## src/rtl/sipo_dram_pkg.sv

```systemverilog
// Shared definitions for the DRAM readout blocks: serial-to-parallel FSM
// states, statistics counter width and saturation value, lane-width helper.
package sipo_dram_pkg;

    typedef enum logic {
        FILL = 1'b0,
        PEND = 1'b1
    } sipo_state_t;

    localparam int unsigned SAT_W = 16;
    localparam logic [SAT_W-1:0] SAT_MAX = 16'hFFFF;

    // Lane counter width; at least one bit so a single-lane word still has a counter.
    function automatic int unsigned lane_width(input int unsigned words);
        return (words > 1) ? $clog2(words) : 1;
    endfunction

endpackage

```

## src/rtl/sat_counter16.sv

```systemverilog
// 16-bit event counter that sticks at its maximum value.
module sat_counter16
    import sipo_dram_pkg::*;
(
    input  logic             clk,
    input  logic             rst,
    input  logic             inc,
    output logic [SAT_W-1:0] count
);

    // Count increment requests, holding at SAT_MAX once reached.
    always_ff @(posedge clk or negedge rst) begin
        if (!rst) begin
            count <= '0;
        end else if (inc && (count != SAT_MAX)) begin
            count <= count + 16'd1;
        end
    end

endmodule

```

## src/rtl/sipo_dram.sv

```systemverilog
// Serial-to-parallel word assembler feeding a FIFO, with a one-word holding
// register to ride out back-pressure, plus drop/resync statistics.
module sipo_dram
    import sipo_dram_pkg::*;
#(
    parameter int unsigned INPUT_SIZE  = 8,
    parameter int unsigned OUTPUT_SIZE = 288
) (
    input  logic                   clk,
    input  logic                   rst,
    input  logic                   ce,
    input  logic [INPUT_SIZE-1:0]  i_serial,
    input  logic                   i_valid,
    input  logic                   i_sof,
    input  logic                   fifo_full,
    output logic                   fifo_we,
    output logic [OUTPUT_SIZE-1:0] o_parallel,
    output logic                   overflow,
    output logic [SAT_W-1:0]       drop_count,
    output logic [SAT_W-1:0]       resync_count
);

    localparam int unsigned WORDS = OUTPUT_SIZE / INPUT_SIZE;
    localparam int unsigned LW    = lane_width(WORDS);
    localparam logic [LW-1:0] LAST_LANE = LW'(WORDS - 1);

    sipo_state_t            state;
    logic [LW-1:0]          cnt;
    logic [LW-1:0]          lane;
    logic [LW-1:0]          cnt_next;
    logic [OUTPUT_SIZE-1:0] asm_buf;
    logic [OUTPUT_SIZE-1:0] asm_next;
    logic [OUTPUT_SIZE-1:0] hold;
    logic                   accept;
    logic                   complete;
    logic                   resync_inc;
    logic                   drop_inc;

    // Byte placement: next assembly buffer, next lane, word completion and resync events.
    always_comb begin
        accept     = ce && i_valid;
        lane       = i_sof ? '0 : cnt;
        asm_next   = asm_buf;
        cnt_next   = cnt;
        complete   = 1'b0;
        resync_inc = 1'b0;
        if (accept) begin
            // A start-of-word byte wipes any partial word before landing in lane 0.
            if (i_sof) begin
                asm_next = '0;
            end
            asm_next[lane*INPUT_SIZE +: INPUT_SIZE] = i_serial;
            complete   = (lane == LAST_LANE);
            cnt_next   = complete ? '0 : lane + 1'b1;
            resync_inc = i_sof && (cnt != '0);
        end
        drop_inc = (state == PEND) && fifo_full && complete;
    end

    // Assembly state, hold register and write-strobe FSM.
    always_ff @(posedge clk or negedge rst) begin
        if (!rst) begin
            state      <= FILL;
            cnt        <= '0;
            asm_buf    <= '0;
            hold       <= '0;
            fifo_we    <= 1'b0;
            o_parallel <= '0;
            overflow   <= 1'b0;
        end else begin
            cnt     <= cnt_next;
            asm_buf <= asm_next;
            fifo_we <= 1'b0;
            case (state)
                FILL: begin
                    if (complete) begin
                        hold <= asm_next;
                        if (!fifo_full) begin
                            fifo_we    <= 1'b1;
                            o_parallel <= asm_next;
                        end else begin
                            state <= PEND;
                        end
                    end
                end
                PEND: begin
                    if (!fifo_full) begin
                        fifo_we    <= 1'b1;
                        o_parallel <= hold;
                        // Draining and completing together: new word takes the hold slot.
                        if (complete) begin
                            hold <= asm_next;
                        end else begin
                            state <= FILL;
                        end
                    end else if (complete) begin
                        overflow <= 1'b1;
                    end
                end
                default: state <= FILL;
            endcase
        end
    end

    sat_counter16 u_drop_cnt (
        .clk   (clk),
        .rst   (rst),
        .inc   (drop_inc),
        .count (drop_count)
    );

    sat_counter16 u_resync_cnt (
        .clk   (clk),
        .rst   (rst),
        .inc   (resync_inc),
        .count (resync_count)
    );

endmodule
```

## config.mk

```make
export PLATFORM = sky130hd
export DESIGN_NAME = sipo_dram
export DESIGN_NICKNAME = d
export VERILOG_FILES = /design/src/rtl/sipo_dram_pkg.sv /design/src/rtl/sat_counter16.sv /design/src/rtl/sipo_dram.sv
export SDC_FILE = /design/constraint.sdc
export NUM_CORES = 2
export LEC_CHECK = 0
export ABC_AREA = 1
export CAP_MARGIN = 20
export CORE_ASPECT_RATIO = 0.5
export CORE_MARGIN = 8
export CORE_UTILIZATION = 53
export CTS_CLUSTER_DIAMETER = 40
export CTS_CLUSTER_SIZE = 24
export DETAILED_ROUTE_END_ITERATION = 8
export DONT_BUFFER_PORTS = 1
export PLACE_DENSITY = 0.68
export SETUP_SLACK_MARGIN = 0.2
export SYNTH_ARGS = -nofsm -noshare
export SYNTH_HDL_FRONTEND = slang
export SYNTH_SLANG_ARGS = --single-unit
```

## constraint.sdc

```tcl
create_clock -name clk -period 3 [get_ports clk]
set_input_delay 0.3 -clock clk [delete_from_list [all_inputs] [get_ports clk]]
set_output_delay 0.3 -clock clk [all_outputs]
set_load 0.01 [all_outputs]
```

==> summary.md <==
| Metric | Value |
|---|---|
| DP Worst Slack | -0.0625 ns |
| Fillers | 7,490 |
| Post-Synthesis Cells | 6,046 |
| Hold Buf Count CTS | 4 |
| R2R Path End | o_parallel[53]$_DFFE_PN0P_ |
| Max FO, Critical Path | 29 |
| Post-synthesis async set-or-reset flop share | 1.00 |
| RR Startpoint | cnt[0]$_DFFE_PN0P_ |
| Pwr dens | 563 nW/um^2 |
| Initial Util | 0.532 |
| First-pass GRT wire length | 226,000 um |
| Clock Root Buffer | clkbuf_16 |
| Leakage power | 28.6 nW |
| Synth top area cells | dfrtp_1 (51%), nand2_1 (23%), nand3_1 (5.7%) |
| R2R cell count | 13 |
| Data required, critical path | 3.63 ns |
| Library cells used by synthesis | 42 |
| Total Neg Setup Slack | 0 ns |
| Fin cells | 7,191 |
| Power Total | 28.3 mW |
| Clock slew at reported path FFs | 0.08 ns |
| Max Slew Vio Count | 0 |
| Initial antenna violation count | 5 |
| Type of origin of the critical path | flip-flop |
| H-tree depth | 3 |
| Post-synth EDFFs | 0 |
| Slew headroom | 0.222 |
| 1st-iter DRT viols | 5,024 |
| Final instance area | 50,300 um^2 |
| Sequential-to-total area share from yosys stat | 0.511 |
| Die height | 220 um |
| Total GRT Usage | 0.310 |
| Synthesized Nets | 6,064 |
| WP data arrival | 3.37 ns |
| Vias after detailed routing | 40,400 |
| CTS tree | done |
| Fin crit share | 0.914 |
| Dpl hpwl | 98,300 um |
| Avg Inst Size Synth | 7.33 um^2 |
| Share of the synthesized area in the top cell type | 0.511 |
| Grt peak-use layer | met1 |
| Hold slack | -0.695 ns |
| FMAX | 0.365 GHz |
| DIE WIDTH | 425 um |
| Layout area overhead | 13.4% |
| Largest net degree at the start of global routing | 906 |
| Cell taking the most area after synthesis | dfrtp_1 |
| Initial DRT Pass Iterations | 7 |
| WL/cell | 20.8 um |
| Finish-stage setup viols | 0 |
| Antenna-violating nets left | 0 |
| Core Util, Final | 0.603 |
| Vias in the first global route | 37,200 |
| Setup ws final | 0.258 ns |
| Gpl congestion | 0.982 |
| Area of placed instances | 45,900 um^2 |
| Failing checks | negative hold slack |
| Sink Count | 905 |
| Vias/cell | 5.61 |
| Total gr overflow | 0 |
| Total wire length | 150,000 um |
| Synth Flop Type | dfrtp_1 |
| Row count | 75 |
| Synthesized cell area | 44,300 um^2 |
| Critical Path End Type | flip-flop |
| Drt drc | 0 |
| Most frequent cells after synthesis | nand2_1 (2,672), dfrtp_1 (905), nor2_1 (667) |
| Number of max-cap violations | 0 |
| Multi-input gate area | 19,400 um^2 |
| Worst-margin pin slew | 1.17 ns |
| Core Footprint | 83,300 um^2 |
| RSZ-0062 raised after global routing | true |
| Worst skew pair latency | 0.69 ns |
| I/O pin count | 336 |
| Count leader, synth | nand2_1 |
| Worst hold-check path type | input port to asynchronous set/reset pin |
| IO buf count | 0 |
| Met1 Use GR | 0.448 |
| Setup crit start | cnt[0]$_DFFE_PN0P_ |
| Met3 usage | 0.104 |
| Fin crit period | 2.74 ns |
| #FFs+latches synth | 905 |
| Peak VDD IR | 0.452 mV |
| Clock skew | 0.0273 ns |
| Setup Crit Path Kind | flip-flop to flip-flop |
| Reg2reg setup slack | 0.26 ns |
| Worst setup path end | o_parallel[53]$_DFFE_PN0P_ |
| M2 GR Usage | 0.447 |
| CTS Buffer Depth | 3 |
| Final Hold Vio Count | 175 |
| Outcome | finished with violations |
| Share of cells above drive strength 1 | 0.0962 |
| Nets | 6,019 |
| Reg area | 22,600 um^2 |
| Placed Cells | 6,981 |
| Number of CTS-inserted buffers | 86 |
| Yosys Warn Count | 0 |
| Die area | 93,700 um^2 |
-- registers in the layout (all words and copies together) (netlist names) --
signal / count
hold: 288
u_drop_cnt.count: 16
overflow: 1
fifo_we: 1
u_resync_cnt.count: 16
asm_buf: 288
cnt: 6
o_parallel: 288
state: 1
-- cell usage in the layout (no fill, tap or decap), types with 20 or more instances in the layout --
cell / synthesis / final
o21ai_0: 133 / 127
or2_2: 20 / 20
xor2_1: 21 / 21
nand2_1: 2672 / 2636
inv_1: 277 / 268
o211ai_1: 31 / 31
dfrtp_1: 905 / 904
nand2_2: 18 / 44
o21ai_1: 118 / 118
nor2_4: 11 / 26
a21oi_1: 66 / 66
clkbuf_16: 0 / 96
nand4_1: 120 / 120
nor3_1: 29 / 23
buf_12: 0 / 32
buf_4: 12 / 175
nand3_1: 508 / 500
nor2_1: 667 / 635
nor2_2: 7 / 24
-- power breakdown --
| group | internal [mW] | total, mW | switching (mW) |
|---|---|---|---|
| Combinational | 0.926 | 3.18 | 2.26 |
| Clock | 6.35 | 12.0 | 5.67 |
| Sequential | 12.6 | 13.1 | 0.461 |
-- layout make-up --
cell class | count | share of cell area
sequential | 905 | 0.450
multi-input combinational | 4480 | 0.387
timing repair buffer | 233 | 0.0496
clock buffer | 98 | 0.0462
tap | 1116 | 0.0278
inverter | 295 | 0.0232
clock inverter | 62 | 0.0158
antenna | 2 | 0.0000995
-- per-layer routing --
metal	wire [um]	vias up
li1	-	18900
met2	63500	1747
met1	64200	19500
met4	4060	4
met3	17900	238
met5	31	-
-- cell families after synthesis --
logic type	count (synthesis)	share of synthesized area
compound gates	366	0.0442
simple gates	4080	0.376
mux	1	0.000254
xor+xnor	29	0.00573
buf+inv	661	0.0620
flops	905	0.511
fa+ha+maj	4	0.00113
-- worst min path at each step --
stage                                              to  slack (ns)  cells past startpoint
after floorplan                  asm_buf[0]$_DFF_PN0_       0.004                      0
after global placement    o_parallel[238]$_DFFE_PN0P_        0.06                      0
after detailed placement  o_parallel[237]$_DFFE_PN0P_        0.06                      0
after CTS                 o_parallel[237]$_DFFE_PN0P_       -0.69                      0
after global routing      o_parallel[109]$_DFFE_PN0P_       -0.74                      0
final                     o_parallel[109]$_DFFE_PN0P_       -0.70                      0
-- critical path, stage by stage, from the launching register on --
cell,delay [ns]
dfrtp_1,0.42
nand2_2,0.12
buf_12,0.22
nand3_4,0.14
nand2_4,0.19
inv_4,0.14
buf_4,0.24
nor2_2,0.23
nand4_1,0.42
nand3_1,0.22
nand2_2,0.09
nand2_1,0.07
nand2_1,0.09
nand2_1,0.06
-- timing repair --
action | in CTS | in global routing
setup endpoints to repair | 138 | 623
gates resized for setup | 18 | 147
pin swaps | 2 | 32
cloned | 1 | 6
setup buffers | 4 | 28
endpoints found under the hold margin | 996 | 175
No activity file was read; power rests on OpenSTA's default activity.
